===== src/rtl/cam_sccb_config.sv =====
// -----------------------------------------------------------------------------
// cam_sccb_config
//   Configures an OV7670 sensor for RGB565 QQVGA output. On an accepted start
//   it walks a fixed 8-entry {reg, val} table. Each entry goes out as one SCCB
//   3-phase write: START, DEV_ADDR, reg, val, STOP, followed by an idle gap.
//   After the COM7 soft-reset write (12<-80) the bus stays idle for
//   RESET_WAIT_CYC cycles so the sensor can finish its internal reset.
//
//   Every bus edge falls on a quarter-period boundary.
//   QTR = CLK_HZ / (4 * SCCB_HZ) clk cycles per quarter.
//
// Optional feature (macro SCCB_ACK_CHECK_EN):
//   defined   - the 9th bit of each byte is sampled. A 1 is a NACK: the bus
//               closes with STOP, err is set and busy drops. reg_idx keeps the
//               index of the failing entry.
//   undefined - the 9th bit is ignored, sccb_sda_in is unused, err is 0.
//
// Ports:
//   clk          system clock (25 MHz VGA domain)
//   rst          synchronous active-high reset
//   start        level request, sampled only while idle
//   sccb_scl     SIO_C, push-pull
//   sccb_sda_oe  1 = pull SIO_D low, 0 = release (open drain)
//   sccb_sda_in  SIO_D pad readback
//   busy         high while the table is being sent
//   done         sticky completion flag, cleared by the next accepted start
//   err          sticky NACK flag (0 unless SCCB_ACK_CHECK_EN)
//   reg_idx      table entry in flight
// -----------------------------------------------------------------------------
module cam_sccb_config #(
  parameter int unsigned CLK_HZ         = 25_000_000,
  parameter int unsigned SCCB_HZ        = 100_000,
  parameter logic [7:0]  DEV_ADDR       = 8'h42,
  parameter int unsigned RESET_WAIT_CYC = 25_000
) (
  input  logic       clk,
  input  logic       rst,
  input  logic       start,
  output logic       sccb_scl,
  output logic       sccb_sda_oe,
  input  logic       sccb_sda_in,
  output logic       busy,
  output logic       done,
  output logic       err,
  output logic [2:0] reg_idx
);

  localparam int unsigned QTR = CLK_HZ / (4 * SCCB_HZ);
  localparam int unsigned CW  = (QTR > 1) ? $clog2(QTR) : 1;
  localparam int unsigned WW  = (RESET_WAIT_CYC > 1) ? $clog2(RESET_WAIT_CYC) : 1;
  localparam logic [CW-1:0] QTR_LAST  = CW'(QTR - 1);
  localparam logic [WW-1:0] WAIT_LAST = WW'(RESET_WAIT_CYC - 1);

  typedef enum logic [2:0] {
    S_IDLE     = 3'd0,
    S_START    = 3'd1,
    S_BIT      = 3'd2,
    S_STOP     = 3'd3,
    S_GAP      = 3'd4,
    S_WAIT_RST = 3'd5,
    S_DONE     = 3'd6
`ifdef SCCB_ACK_CHECK_EN
    , S_ERR    = 3'd7
`endif
  } state_e;

  // Register table: {reg, val}, sent in index order.
  function automatic logic [15:0] cfg_entry(input logic [2:0] idx);
    logic [15:0] e;
    case (idx)
      3'd0:    e = 16'h12_80;  // COM7: soft reset
      3'd1:    e = 16'h12_04;  // COM7: RGB output
      3'd2:    e = 16'h11_00;  // CLKRC: no prescale
      3'd3:    e = 16'h0C_04;  // COM3: DCW enable (scaling)
      3'd4:    e = 16'h3E_1A;  // COM14: PCLK divide by 4, manual scaling
      3'd5:    e = 16'h40_D0;  // COM15: RGB565, full range
      3'd6:    e = 16'h72_22;  // SCALING_DCWCTR: downsample by 4
      3'd7:    e = 16'h73_F2;  // SCALING_PCLK_DIV: divide by 4
      default: e = 16'h12_80;
    endcase
    return e;
  endfunction

  state_e        state_q, state_d;
  logic [1:0]    qtr_q, qtr_d;
  logic [CW-1:0] cnt_q, cnt_d;
  logic [3:0]    bit_q, bit_d;
  logic [1:0]    byte_q, byte_d;
  logic [2:0]    idx_q, idx_d;
  logic [WW-1:0] wcnt_q, wcnt_d;
  logic          busy_q, busy_d;
  logic          done_q, done_d;
  logic          scl_q, scl_d;
  logic          oe_q, oe_d;

  logic          qtr_end_s;
  logic          period_end_s;
  logic          bus_state_s;
  logic          is_reset_entry_s;
  logic          ack_fail_s;
  logic [15:0]   nxt_entry_s;
  logic [7:0]    byte_val_s;
  logic          data_bit_s;

`ifdef SCCB_ACK_CHECK_EN
  logic          err_q, err_d;
  logic          nack_q, nack_d;
  assign ack_fail_s = nack_q;
  assign err        = err_q;
`else
  logic          sda_in_unused_s;
  assign sda_in_unused_s = sccb_sda_in;
  assign ack_fail_s      = 1'b0;
  assign err             = 1'b0;
`endif

  assign qtr_end_s        = (cnt_q == QTR_LAST);
  assign period_end_s     = qtr_end_s && (qtr_q == 2'd3);
  assign bus_state_s      = (state_q == S_START) || (state_q == S_BIT) ||
                            (state_q == S_STOP)  || (state_q == S_GAP);
  assign is_reset_entry_s = (cfg_entry(idx_q) == 16'h12_80);

  // Next-state, sequencing counters and status flags.
  always_comb begin
    state_d = state_q;
    qtr_d   = qtr_q;
    cnt_d   = cnt_q;
    bit_d   = bit_q;
    byte_d  = byte_q;
    idx_d   = idx_q;
    wcnt_d  = wcnt_q;
    busy_d  = busy_q;
    done_d  = done_q;
`ifdef SCCB_ACK_CHECK_EN
    err_d   = err_q;
    nack_d  = nack_q;
`endif

    // Quarter timebase runs only while the bus is being driven.
    if (bus_state_s) begin
      if (qtr_end_s) begin
        cnt_d = {CW{1'b0}};
        qtr_d = qtr_q + 2'd1;
      end else begin
        cnt_d = cnt_q + CW'(1);
      end
    end else begin
      cnt_d = cnt_q;
    end

    case (state_q)
      S_IDLE: begin
        if (start) begin
          state_d = S_START;
          qtr_d   = 2'd0;
          cnt_d   = {CW{1'b0}};
          bit_d   = 4'd0;
          byte_d  = 2'd0;
          idx_d   = 3'd0;
          busy_d  = 1'b1;
          done_d  = 1'b0;
`ifdef SCCB_ACK_CHECK_EN
          err_d   = 1'b0;
          nack_d  = 1'b0;
`endif
        end else begin
          state_d = S_IDLE;
        end
      end

      S_START: begin
        if (period_end_s) begin
          state_d = S_BIT;
          bit_d   = 4'd0;
          byte_d  = 2'd0;
        end else begin
          state_d = S_START;
        end
      end

      S_BIT: begin
`ifdef SCCB_ACK_CHECK_EN
        // Slave response is read on the last clk of q2 of the 9th bit.
        if (qtr_end_s && (qtr_q == 2'd2) && (bit_q == 4'd8)) begin
          nack_d = sccb_sda_in;
        end else begin
          nack_d = nack_q;
        end
`endif
        if (period_end_s) begin
          if (bit_q == 4'd8) begin
            bit_d = 4'd0;
            // A NACK cuts the transaction short after the current byte.
            if ((byte_q == 2'd2) || ack_fail_s) begin
              state_d = S_STOP;
            end else begin
              byte_d  = byte_q + 2'd1;
              state_d = S_BIT;
            end
          end else begin
            bit_d   = bit_q + 4'd1;
            state_d = S_BIT;
          end
        end else begin
          state_d = S_BIT;
        end
      end

      S_STOP: begin
        if (period_end_s) begin
`ifdef SCCB_ACK_CHECK_EN
          if (nack_q) begin
            state_d = S_ERR;
            err_d   = 1'b1;
            busy_d  = 1'b0;
          end else begin
            state_d = S_GAP;
          end
`else
          state_d = S_GAP;
`endif
        end else begin
          state_d = S_STOP;
        end
      end

      S_GAP: begin
        if (period_end_s) begin
          if (is_reset_entry_s) begin
            state_d = S_WAIT_RST;
            wcnt_d  = {WW{1'b0}};
          end else if (idx_q == 3'd7) begin
            state_d = S_DONE;
            busy_d  = 1'b0;
            done_d  = 1'b1;
          end else begin
            idx_d   = idx_q + 3'd1;
            state_d = S_START;
          end
        end else begin
          state_d = S_GAP;
        end
      end

      S_WAIT_RST: begin
        if (wcnt_q == WAIT_LAST) begin
          wcnt_d  = {WW{1'b0}};
          idx_d   = idx_q + 3'd1;
          qtr_d   = 2'd0;
          cnt_d   = {CW{1'b0}};
          state_d = S_START;
        end else begin
          wcnt_d  = wcnt_q + WW'(1);
          state_d = S_WAIT_RST;
        end
      end

      S_DONE: begin
        state_d = S_IDLE;
      end

`ifdef SCCB_ACK_CHECK_EN
      S_ERR: begin
        state_d = S_IDLE;
      end
`endif

      default: begin
        state_d = S_IDLE;
        busy_d  = 1'b0;
      end
    endcase
  end

  // Bus pin levels are decoded from the next state, so the registered pins
  // line up exactly with the state register.
  always_comb begin
    scl_d       = 1'b1;
    oe_d        = 1'b0;
    nxt_entry_s = cfg_entry(idx_d);

    case (byte_d)
      2'd0:    byte_val_s = DEV_ADDR;
      2'd1:    byte_val_s = nxt_entry_s[15:8];
      default: byte_val_s = nxt_entry_s[7:0];
    endcase

    // Bits 0..7 are MSB first; the 9th bit leaves SDA released.
    if (bit_d < 4'd8) begin
      data_bit_s = byte_val_s[3'(4'd7 - bit_d)];
    end else begin
      data_bit_s = 1'b1;
    end

    case (state_d)
      S_START: begin
        case (qtr_d)
          2'd0:       begin scl_d = 1'b1; oe_d = 1'b0; end
          2'd1, 2'd2: begin scl_d = 1'b1; oe_d = 1'b1; end
          default:    begin scl_d = 1'b0; oe_d = 1'b1; end
        endcase
      end
      S_BIT: begin
        // Low for q0/q1, high for q2/q3.
        scl_d = qtr_d[1];
        oe_d  = ~data_bit_s;
      end
      S_STOP: begin
        case (qtr_d)
          2'd0:    begin scl_d = 1'b0; oe_d = 1'b1; end
          2'd1:    begin scl_d = 1'b1; oe_d = 1'b1; end
          default: begin scl_d = 1'b1; oe_d = 1'b0; end
        endcase
      end
      default: begin
        scl_d = 1'b1;
        oe_d  = 1'b0;
      end
    endcase
  end

  // State, counters, status and bus pin registers.
  always_ff @(posedge clk) begin
    if (rst) begin
      state_q <= S_IDLE;
      qtr_q   <= 2'd0;
      cnt_q   <= {CW{1'b0}};
      bit_q   <= 4'd0;
      byte_q  <= 2'd0;
      idx_q   <= 3'd0;
      wcnt_q  <= {WW{1'b0}};
      busy_q  <= 1'b0;
      done_q  <= 1'b0;
      scl_q   <= 1'b1;
      oe_q    <= 1'b0;
`ifdef SCCB_ACK_CHECK_EN
      err_q   <= 1'b0;
      nack_q  <= 1'b0;
`endif
    end else begin
      state_q <= state_d;
      qtr_q   <= qtr_d;
      cnt_q   <= cnt_d;
      bit_q   <= bit_d;
      byte_q  <= byte_d;
      idx_q   <= idx_d;
      wcnt_q  <= wcnt_d;
      busy_q  <= busy_d;
      done_q  <= done_d;
      scl_q   <= scl_d;
      oe_q    <= oe_d;
`ifdef SCCB_ACK_CHECK_EN
      err_q   <= err_d;
      nack_q  <= nack_d;
`endif
    end
  end

  assign sccb_scl    = scl_q;
  assign sccb_sda_oe = oe_q;
  assign busy        = busy_q;
  assign done        = done_q;
  assign reg_idx     = idx_q;

endmodule


===== config.mk =====
export PLATFORM = sky130hd
export DESIGN_NAME = cam_sccb_config
export DESIGN_NICKNAME = d
export VERILOG_FILES = /design/src/rtl/cam_sccb_config.sv
export SDC_FILE = /design/constraint.sdc
export NUM_CORES = 1
export LEC_CHECK = 0
export CORE_MARGIN = 2
export CORE_UTILIZATION = 35
export CTS_BUF_LIST = sky130_fd_sc_hd__clkbuf_4 sky130_fd_sc_hd__clkbuf_8
export DETAILED_ROUTE_END_ITERATION = 10
export PLACE_DENSITY = 0.47
export SLEW_MARGIN = 0
export SYNTH_ARGS = -nofsm -noshare
export SYNTH_HDL_FRONTEND = slang
export SYNTH_SLANG_ARGS = --single-unit

===== constraint.sdc =====
create_clock -name clk -period 4.4 [get_ports clk]
set_input_delay 0.88 -clock clk [delete_from_list [all_inputs] [get_ports clk]]
set_output_delay 0.88 -clock clk [all_outputs]
set_load 0.01 [all_outputs]

## Word-level counts from Yosys, hierarchy flattened

Memories as Yosys holds them, arrays and structs flattened. A register that Yosys moved wholly into a read port is not among the register bits.
Index checks and enable logic that the tools add are counted.

- Input port bits: 4
- Output and inout bits: 8
- Word-level logic and storage cells: 125
- Register bits after elaboration: 39
- ROM bits: 224
- Memories: 2

Memories:

| name | depth | width | read ports | clocked after Yosys merged registers in | write ports | line | source |
|---|---|---|---|---|---|---|---|
| (name not given) | 8 | 14 | 1 | 0 | 0 | 70 | `case (idx)` |
| (name not given) | 8 | 14 | 1 | 1 | 0 | 70 |  |

- Equal/unequal tests: 24
- Multiplexer cells: 62
- Magnitude comparators: 2
- $add $sub $neg: 7
- Reductions and logical operators: 15
- Bitwise logic cells: 2

Operators by type and width:

| cell | count |
|---|---|
| $mux 15 | 3 |
| $mux 3 | 13 |
| $pmux 15 s2 | 1 |
| $mux 6 | 4 |
| $mux 2 | 10 |
| $pmux 3 s6 | 1 |
| $eq 16x13->1 const B | 1 |
| $mux 4 | 4 |
| $pmux 8 s2 | 1 |
| $add 15x1->15 const B | 1 |
| $eq 15x15->1 const B | 1 |
| $mux 1 | 15 |
| $eq 3x2->1 const B | 4 |
| $eq 3x3->1 const B | 4 |
| $pmux 4 s3 | 1 |
| $pmux 6 s2 | 1 |
| $reduce_and 5->1 | 2 |
| $pmux 1 s3 | 3 |
| $pmux 3 s3 | 1 |
| $ne 2x2->1 const B | 4 |
| $add 6x1->6 const B | 1 |
| $eq 2x2->1 const B | 3 |
| $eq 3x1->1 const B | 2 |
| $eq 6x6->1 const B | 1 |
| 23 further kinds | 30 |

## Longest topological paths before layout

Gate-level depths: netlist (run 1).

- Depth after elaboration: 12
- Depth in mapped cells: 10
- Depth with buffers taken out: 10

## Worst setup path after synthesis (run 1)

OpenSTA, ideal clock, no wires.

- Kind: flip-flop to flip-flop
- Start: register idx_q[0] (netlist: reg_idx[0])
- End: register oe_q (netlist: sccb_sda_oe)
- Data arrival time: 2.377 ns
- Period minus slack after synthesis: 2.455 ns
- Required time: 4.322 ns
- Setup time: 0.078 ns
- Stages on the path, launching flop included: 10
- Path slack: 1.945 ns
- Buffers on the path: 0
- Path through: dfxtp_1 ha_1 ha_1 nor3_2 a21oi_2 o41a_1 nor2_4 mux2i_1 a2111o_1 a32oi_1

- Word-level cells in the longest chain between the ends: 12
- Elaborated cells between the ends (all ways): 22
- Classes of those cells: add/sub (1); eq/ne (4); mux (15); bitwise (1); memory (1)

Ends and longest elaborated chain:

| element | line | source |
|---|---|---|
| start, declared | 89 | `logic [2:0] idx_q, idx_d;` |
| start signal, assigned | 346 | `idx_q <= idx_d;` |
| $add 3x1->3 or $eq 3x3->1 (tied branches) | 237, 248, 232 |  |
| $mux 3 | 232 | `end else if (idx_q == 3'd7) begin` |
| $mux 3 | 229 | `if (is_reset_entry_s) begin` |
| $mux 3 | 228 | `if (period_end_s) begin` |
| $pmux 3 s3 | 151 | `case (state_q)` |
| $mem_v2 8x14 | -- |  |
| $pmux 8 s2 | 282 | `case (byte_d)` |
| $bmux 1 s3 | 290 | `data_bit_s = byte_val_s[3'(4'd7 - bit_d)];` |
| $mux 1 (implied by the code) | 290 |  |
| $mux 1 | 289 | `if (bit_d < 4'd8) begin` |
| $not 1->1 | 306 | `oe_d = ~data_bit_s;` |
| $pmux 1 s3 (*) | 295 | `case (state_d)` |
| end signal, assigned | 335 | `oe_q <= 1'b0;` |
| end signal, assigned | 351 | `oe_q <= oe_d;` |
| end, declared | 94 | `logic oe_q, oe_d;` |

Every way passes the cells marked *; elsewhere a longest branch is shown, timed or not. The select of a mux whose other input is x is not followed.
A chain may end at the register's enable or synchronous reset.

## Worst setup path in the final report (run 1)

- Start: input port start
- End: register oe_q (netlist: sccb_sda_oe)

- Word-level cells in the longest chain between the ends: 9
- Elaborated cells between the ends (all ways): 29
- Classes of those cells: add/sub (1); order compare (1); eq/ne (5); mux (17); bitwise (1); reduce/logical (3); memory (1)

Ends and longest elaborated chain:

| element | line | source |
|---|---|---|
| start, declared | 38 | `input logic start,` |
| $mux 3 or $mux 2 (tied branches) | 153 | `if (start) begin` |
| $pmux 3 s3 or $pmux 2 s3 (tied branches) | 151 |  |
| $mem_v2 8x14, or another cell as far along | -- |  |
| $pmux 8 s2 | 282 |  |
| $bmux 1 s3 | 290 |  |
| $mux 1 (implied by the code) | 290 |  |
| $mux 1 | 289 |  |
| $not 1->1 | 306 |  |
| $pmux 1 s3 (*) | 295 |  |

Marks and branches as above.

==> results of run 1 <==
[layout make-up]
class                      count  area share
clock inverter                 2     0.01078
sequential                    51      0.3142
timing repair buffer          10     0.03003
multi-input combinational    276      0.5664
tap                          105     0.04043
inverter                      11     0.01271
clock buffer                   6     0.02541
[worst min path at each step]
| stage | from | to | cells after the start |
|---|---|---|---|
| floorplan | wcnt_q[0] | wcnt_q[0] | 1 |
| global placement | wcnt_q[0] | wcnt_q[0] | 1 |
| detailed placement | wcnt_q[0] | wcnt_q[0] | 1 |
| CTS | wcnt_q[0] | wcnt_q[0] | 1 |
| global route | wcnt_q[0] | wcnt_q[0] | 1 |
| finish | wcnt_q[0] | wcnt_q[0] | 1 |
[through the flow]
stage,setup slack (ps),power [W]
4_1_cts,1298,0.0008668
3_3_place_gp,954.5,0.0005185
5_1_grt,957.1,0.0008941
2_1_floorplan,1945,0.0005081
6_report,1307,0.0008534
3_5_place_dp,971.4,0.0005186
[layer usage]
layer  vias to the layer above  track usage  wire length, microns
met5                         -            0                     0
met4                         0      0.05000                    76
met3                         7      0.02897                   119
met2                        19       0.2587                  3175
met1                      1186       0.2363                  3557
li1                       1288            -                     -
[power groups by stage]
stage	logic, W	registers, W	clock network, W
final	0.0000370	0.000470	0.000346
after global placement	0.0000375	0.000481	0
after floorplan	0.0000309	0.000477	0
after global routing	0.0000422	0.000471	0.000381
after detailed placement	0.0000376	0.000481	0
after CTS	0.0000377	0.000470	0.000359
[synthesized netlist by cell type, drive strengths merged (4+ instances only)]
| master | instances |
|---|---|
| a21oi | 17 |
| a22oi | 4 |
| and2 | 6 |
| and3 | 6 |
| buf | 4 |
| clkbuf | 9 |
| dfxtp | 51 |
| ha | 11 |
| inv | 11 |
| mux2i | 4 |
| nand2 | 23 |
| nand2b | 4 |
| nand3 | 14 |
| nand4 | 6 |
| nor2 | 56 |
| nor2b | 5 |
| nor3 | 13 |
| nor4 | 8 |
| o21ai | 11 |
| o21bai | 5 |
| or3b | 4 |
| xnor2 | 5 |
| xor2 | 14 |
[logic make-up after synthesis]
family,after synthesis
fa+ha+maj,11
simple gates,166
xor+xnor,19
compound gates,74
other cells,1
buf+inv,24
flops,51
mux,5
==> metrics.txt, run 1 <==
most frequent cells in the layout=53 x nor2_1, 51 x dfxtp_1, 23 x nand2_1; total of max-cap violations=0; Final Hold Slack=513.1 ps; cells after synthesis=351; complex-gate fraction of the synthesized area=0.1881; row count=33; Tightest Pin Transition=872.9 ps; via count=2500; Net Sw Power=0.0001909 W; die area=0.009228 sq mm; Post-DRT Antenna Nets=0; Setup CP Type=input port to flip-flop; syn nets=366; Yosys top cell by area=dfxtp_1; fillers=867; post-route cell area=0.003249 sq mm; WP data required=4590 ps; die height=96.07 microns; final wirelength=6.928 mm; Rel. slew slack=0.4169; f_max=323.3 MHz; remaining global-route overflow=0; Core Footprint=0.008217 sq mm; ant diodes=0; Longest Clk Path Bufs=2; First-pass DRT Iterations=4; Lkg Pwr=1.190 nW; Synth Flop Type=dfxtp_1; Non-Filler Instances=461; post-synthesis instance area=0.002967 sq mm; largest fanout on the critical path=6; Final nets=370; initial antenna violation count=0; Root Buffer=clkbuf_8; Crit path buffers/inverters=1; register area share after synthesis=0.3442; Synth Area in Simple Gates=0.3113; Multi-input gate area=0.001841 sq mm; Register Area=0.001021 sq mm; clock network power share=0.406; RSZ-0062 raised after global routing=false; Setup TNS Final=0 ps; switch share=0.2237; Synth Area in Adders=0.04639; WP depth=9; placed cell count=453; worst IR drop on VDD=0.0001698 V; Post-DP Area=0.003132 sq mm; vias per std cell=5.423; Reg clk slew, reported paths=90 ps; Initial DRC Count=75; TritonCTS Buffers=5; post-synthesis cell type count=72; part of the power in registers=0.551; Power Dens Cells=262.6 mW/mm^2; crit-path leading delay family=compound AO/OA/AOI/OAI gates; top-area cell type share of the netlist area=0.3442; post-detail-place hpwl=5.073 mm; GPL Wtd Cong=0.7848; outcome=completed; share of layout cells above drive strength 1=0.08427; IO Port Bufs=9; Worst-Skew Late Latency=300 ps; final core occ=0.3955; FF-to-FF setup slack=1410 ps; largest net degree at the start of global routing=21; Yosys reg bits=51; first-pass GRT wire length=12.05 mm; worst-path cell chain=clkdlybuf4s50_1, nor2b_1, o211a_1, o21ai_0, o22a_1, nor3_1, a221oi_1, a21oi_1, a32oi_1; Setup-failing EPs final=0; Overall Global Routing Usage=0.1670; # IOs=12; post-synthesis mux area share=0.01729; xor and xnor area share after synthesis=0.05609; Syn Area/Cell=8.452 sq um; Fin. Hold Viols=0; cts repair resizes=0; Setup crit start=start; number of buffers added to fix hold violations after cts=0; CTS tree=done; HP Class=flip-flop to flip-flop; setup repair bufs after CTS=0; P_int=0.0006625 W; Die Wd=96.07 microns; post-layout min period=3093 ps; combinational fraction of design power=0.043; CP Data Arrival Time=3280 ps; Worst R2R Start=state_q[2]; Initial Util=0.3610; most common cell after layout, fill and taps aside=nor2_1; wire per inst=15.03 microns; top cells by area, synth=dfxtp_1 34%, nor2_1 6.7%, ha_1 4.6%; largest family of logic cells by synthesized area=simple AND/OR/NAND/NOR gates; clock sink total=51; clk_skew=2.369 ps; crit start category=input port; vias in the first global route=2446; DRC=0; Post-synth EDFFs=0; CP Capture Type=flip-flop; CTS H-tree lvls=2; RR Endpoint=sccb_sda_oe; area grow syn2layout=9.532%; Worst Setup EP=sccb_sda_oe; Slew Viols, Final=0; Reg2Reg Depth=8; yosys warns=0; Worst path slowest cell=clkdlybuf4s50_1; Tcrit/Tclk final=0.7031; max incr delay on CP=580 ps; asr flop ratio synth=0
No activity file was read; power rests on OpenSTA's default activity.
==> inputs of run 2 (changes only) <==
clock period = 2.95 ns   (was 4.4 ns; I/O delays follow)
==> run 2 against run 1 <==
  * Flip-flop and latch count stayed put
  * Combinational power is 68% higher
  * Sequential power is 49% higher
  * Count of clock-buffer cells in the layout stayed put
==> metrics.txt, run 2 (synthesized netlist as in run 1, its figures left out) <==
outcome=completed; remaining global-route overflow=0 (unchanged); fillers=836 (-3.6%); total of max-cap violations=0 (unchanged); Hold Crit Endpoint=wcnt_q[0]; Worst R2R Start=cnt_q[0]; initial antenna violation count=0 (unchanged); Setup TNS Final=0 ps (unchanged); f_max=366.6 MHz; Fin. Hold Viols=0 (unchanged); post-layout min period=2728 ps; Reg clk slew, reported paths=100 ps (about the same); Post-DRT Antenna Nets=0 (unchanged); max incr delay on CP=420 ps (-160 ps); Root Buffer=clkbuf_8; CP Data Arrival Time=2960 ps (-320 ps); RR Endpoint=sccb_sda_oe; via count=2564 (+2.6%); Setup CP Type=flip-flop to flip-flop; most common cell after layout, fill and taps aside=nor2_1; Setup-failing EPs final=0 (unchanged); Power Dens Cells=368.3 mW/mm^2 (+40%); area grow syn2layout=16.74%; Longest Clk Path Bufs=2 (unchanged); HP Class=flip-flop to flip-flop; Worst path slowest cell=o41a_1; CP Capture Type=flip-flop; Overall Global Routing Usage=0.1655 (-0.001502); Slew Viols, Final=0 (unchanged); share of layout cells above drive strength 1=0.1545 (+0.07018); Reg2Reg Depth=9 (+1); hold-critical path depth=1 (unchanged); vias per std cell=5.265 (-2.9%); die area=0.009228 sq mm (unchanged); ant diodes=0 (unchanged); largest fanout on the critical path=9 (+3); first-pass GRT wire length=11.99 mm (-0.46%); Rel. slew slack=0.5698 (+0.1529); Crit path buffers/inverters=0 (-1); crit start category=flip-flop; hold_sp=wcnt_q[0]; post-route cell area=0.003463 sq mm (+6.6%); TritonCTS Buffers=5 (unchanged); total power draw=0.001276 W (+49%); wire per inst=14.65 microns (-2.5%); Initial DRC Count=65 (-13%); final wirelength=7.134 mm (+3.0%); DRC=0 (unchanged); setup repair bufs after CTS=0 (unchanged); clock sink total=51 (unchanged); die height=96.07 microns (unchanged); Register Area=0.001021 sq mm (unchanged); # IOs=12 (unchanged); vias in the first global route=2448 (+0.082%); Core Footprint=0.008217 sq mm (unchanged); crit-path leading delay family=compound AO/OA/AOI/OAI gates; worst IR drop on VDD=0.0001663 V (-2.0%); FF-to-FF setup slack=220 ps (-1190 ps); Tcrit/Tclk final=0.9246; CTS H-tree lvls=2 (unchanged); Initial Util=0.3610 (unchanged); CTS tree=done; GPL Wtd Cong=0.8236 (+4.9%); Multi-input gate area=0.001859 sq mm (+1.0%); row count=33 (unchanged); WP depth=9 (unchanged); Die Wd=96.07 microns (unchanged); First-pass DRT Iterations=4 (unchanged); WP data required=3180 ps (-1410 ps); Final nets=396 (+7.0%); Lkg Pwr=1.320 nW (+11%); Final Hold Slack=505.4 ps (-7.771 ps); post-detail-place hpwl=5.294 mm (+4.4%); worst-path cell chain=ha_1, nand4_4, nor2_1, a21oi_1, o41a_1, nor3_2, mux2i_1, a2111o_1, a32oi_1; Post-DP Area=0.003327 sq mm (+6.2%); Tightest Pin Transition=638.5 ps (-234.3 ps); most frequent cells in the layout=53 x nor2_1, 51 x dfxtp_1, 27 x buf_4; largest net degree at the start of global routing=23 (+9.5%); clk_skew=12.10 ps (+9.735 ps); IO Port Bufs=9 (unchanged); Worst-Skew Late Latency=300 ps (about the same)
[run 2: through the flow]
stage	setup WS (ps)	instances	util
after CTS	101.0	487	0.4192
after floorplan	495.2	351	-
after detailed placement	-110.7	479	0.4049
after global routing	-3.823	487	0.4215
final	222.3	487	0.4215
after global placement	-65.98	479	0.4049
[run 2: power by group]
part	internal (W)	leakage, nW	switching [W]
clock network	0.000275	0.0612	0.000237
registers	0.000692	0.412	0.00000874
logic	0.0000258	0.847	0.0000364
[run 2: cell type report]
| type | instances | share of cell area |
|---|---|---|
| Tap cell | 105 | 0.03793 |
| Sequential cell | 51 | 0.2948 |
| Clock buffer | 6 | 0.02384 |
| Multi-Input combinational cell | 276 | 0.5368 |
| Inverter | 11 | 0.01192 |
| Clock inverter | 2 | 0.01012 |
| Timing Repair Buffer | 36 | 0.08454 |
[run 2: repair_timing]
action	4_1_cts	5_1_grt
resized for setup	0	3
hold buffers	0	0
endpoints found under the hold margin	0	0
endpoints found under the setup margin	0	1
[run 2: metal layers]
layer | global-route usage | share of wire | up-vias
met5 | 0 | 0 | -
met4 | 0.03929 | 0.0080 | 0
met3 | 0.02662 | 0.019 | 6
met2 | 0.2633 | 0.46 | 23
met1 | 0.2334 | 0.51 | 1200
li1 | - | - | 1335
[run 2: how the worst max path moves through the flow]
stage	start	endpoint	slack, ps
after floorplan	reg_idx[0]	sccb_sda_oe	500
after global placement	start	sccb_sda_oe	-70
after detailed placement	start	sccb_sda_oe	-110
after CTS	cnt_q[0]	sccb_sda_oe	100
after global routing	cnt_q[0]	sccb_sda_oe	-4
final	cnt_q[0]	sccb_sda_oe	220
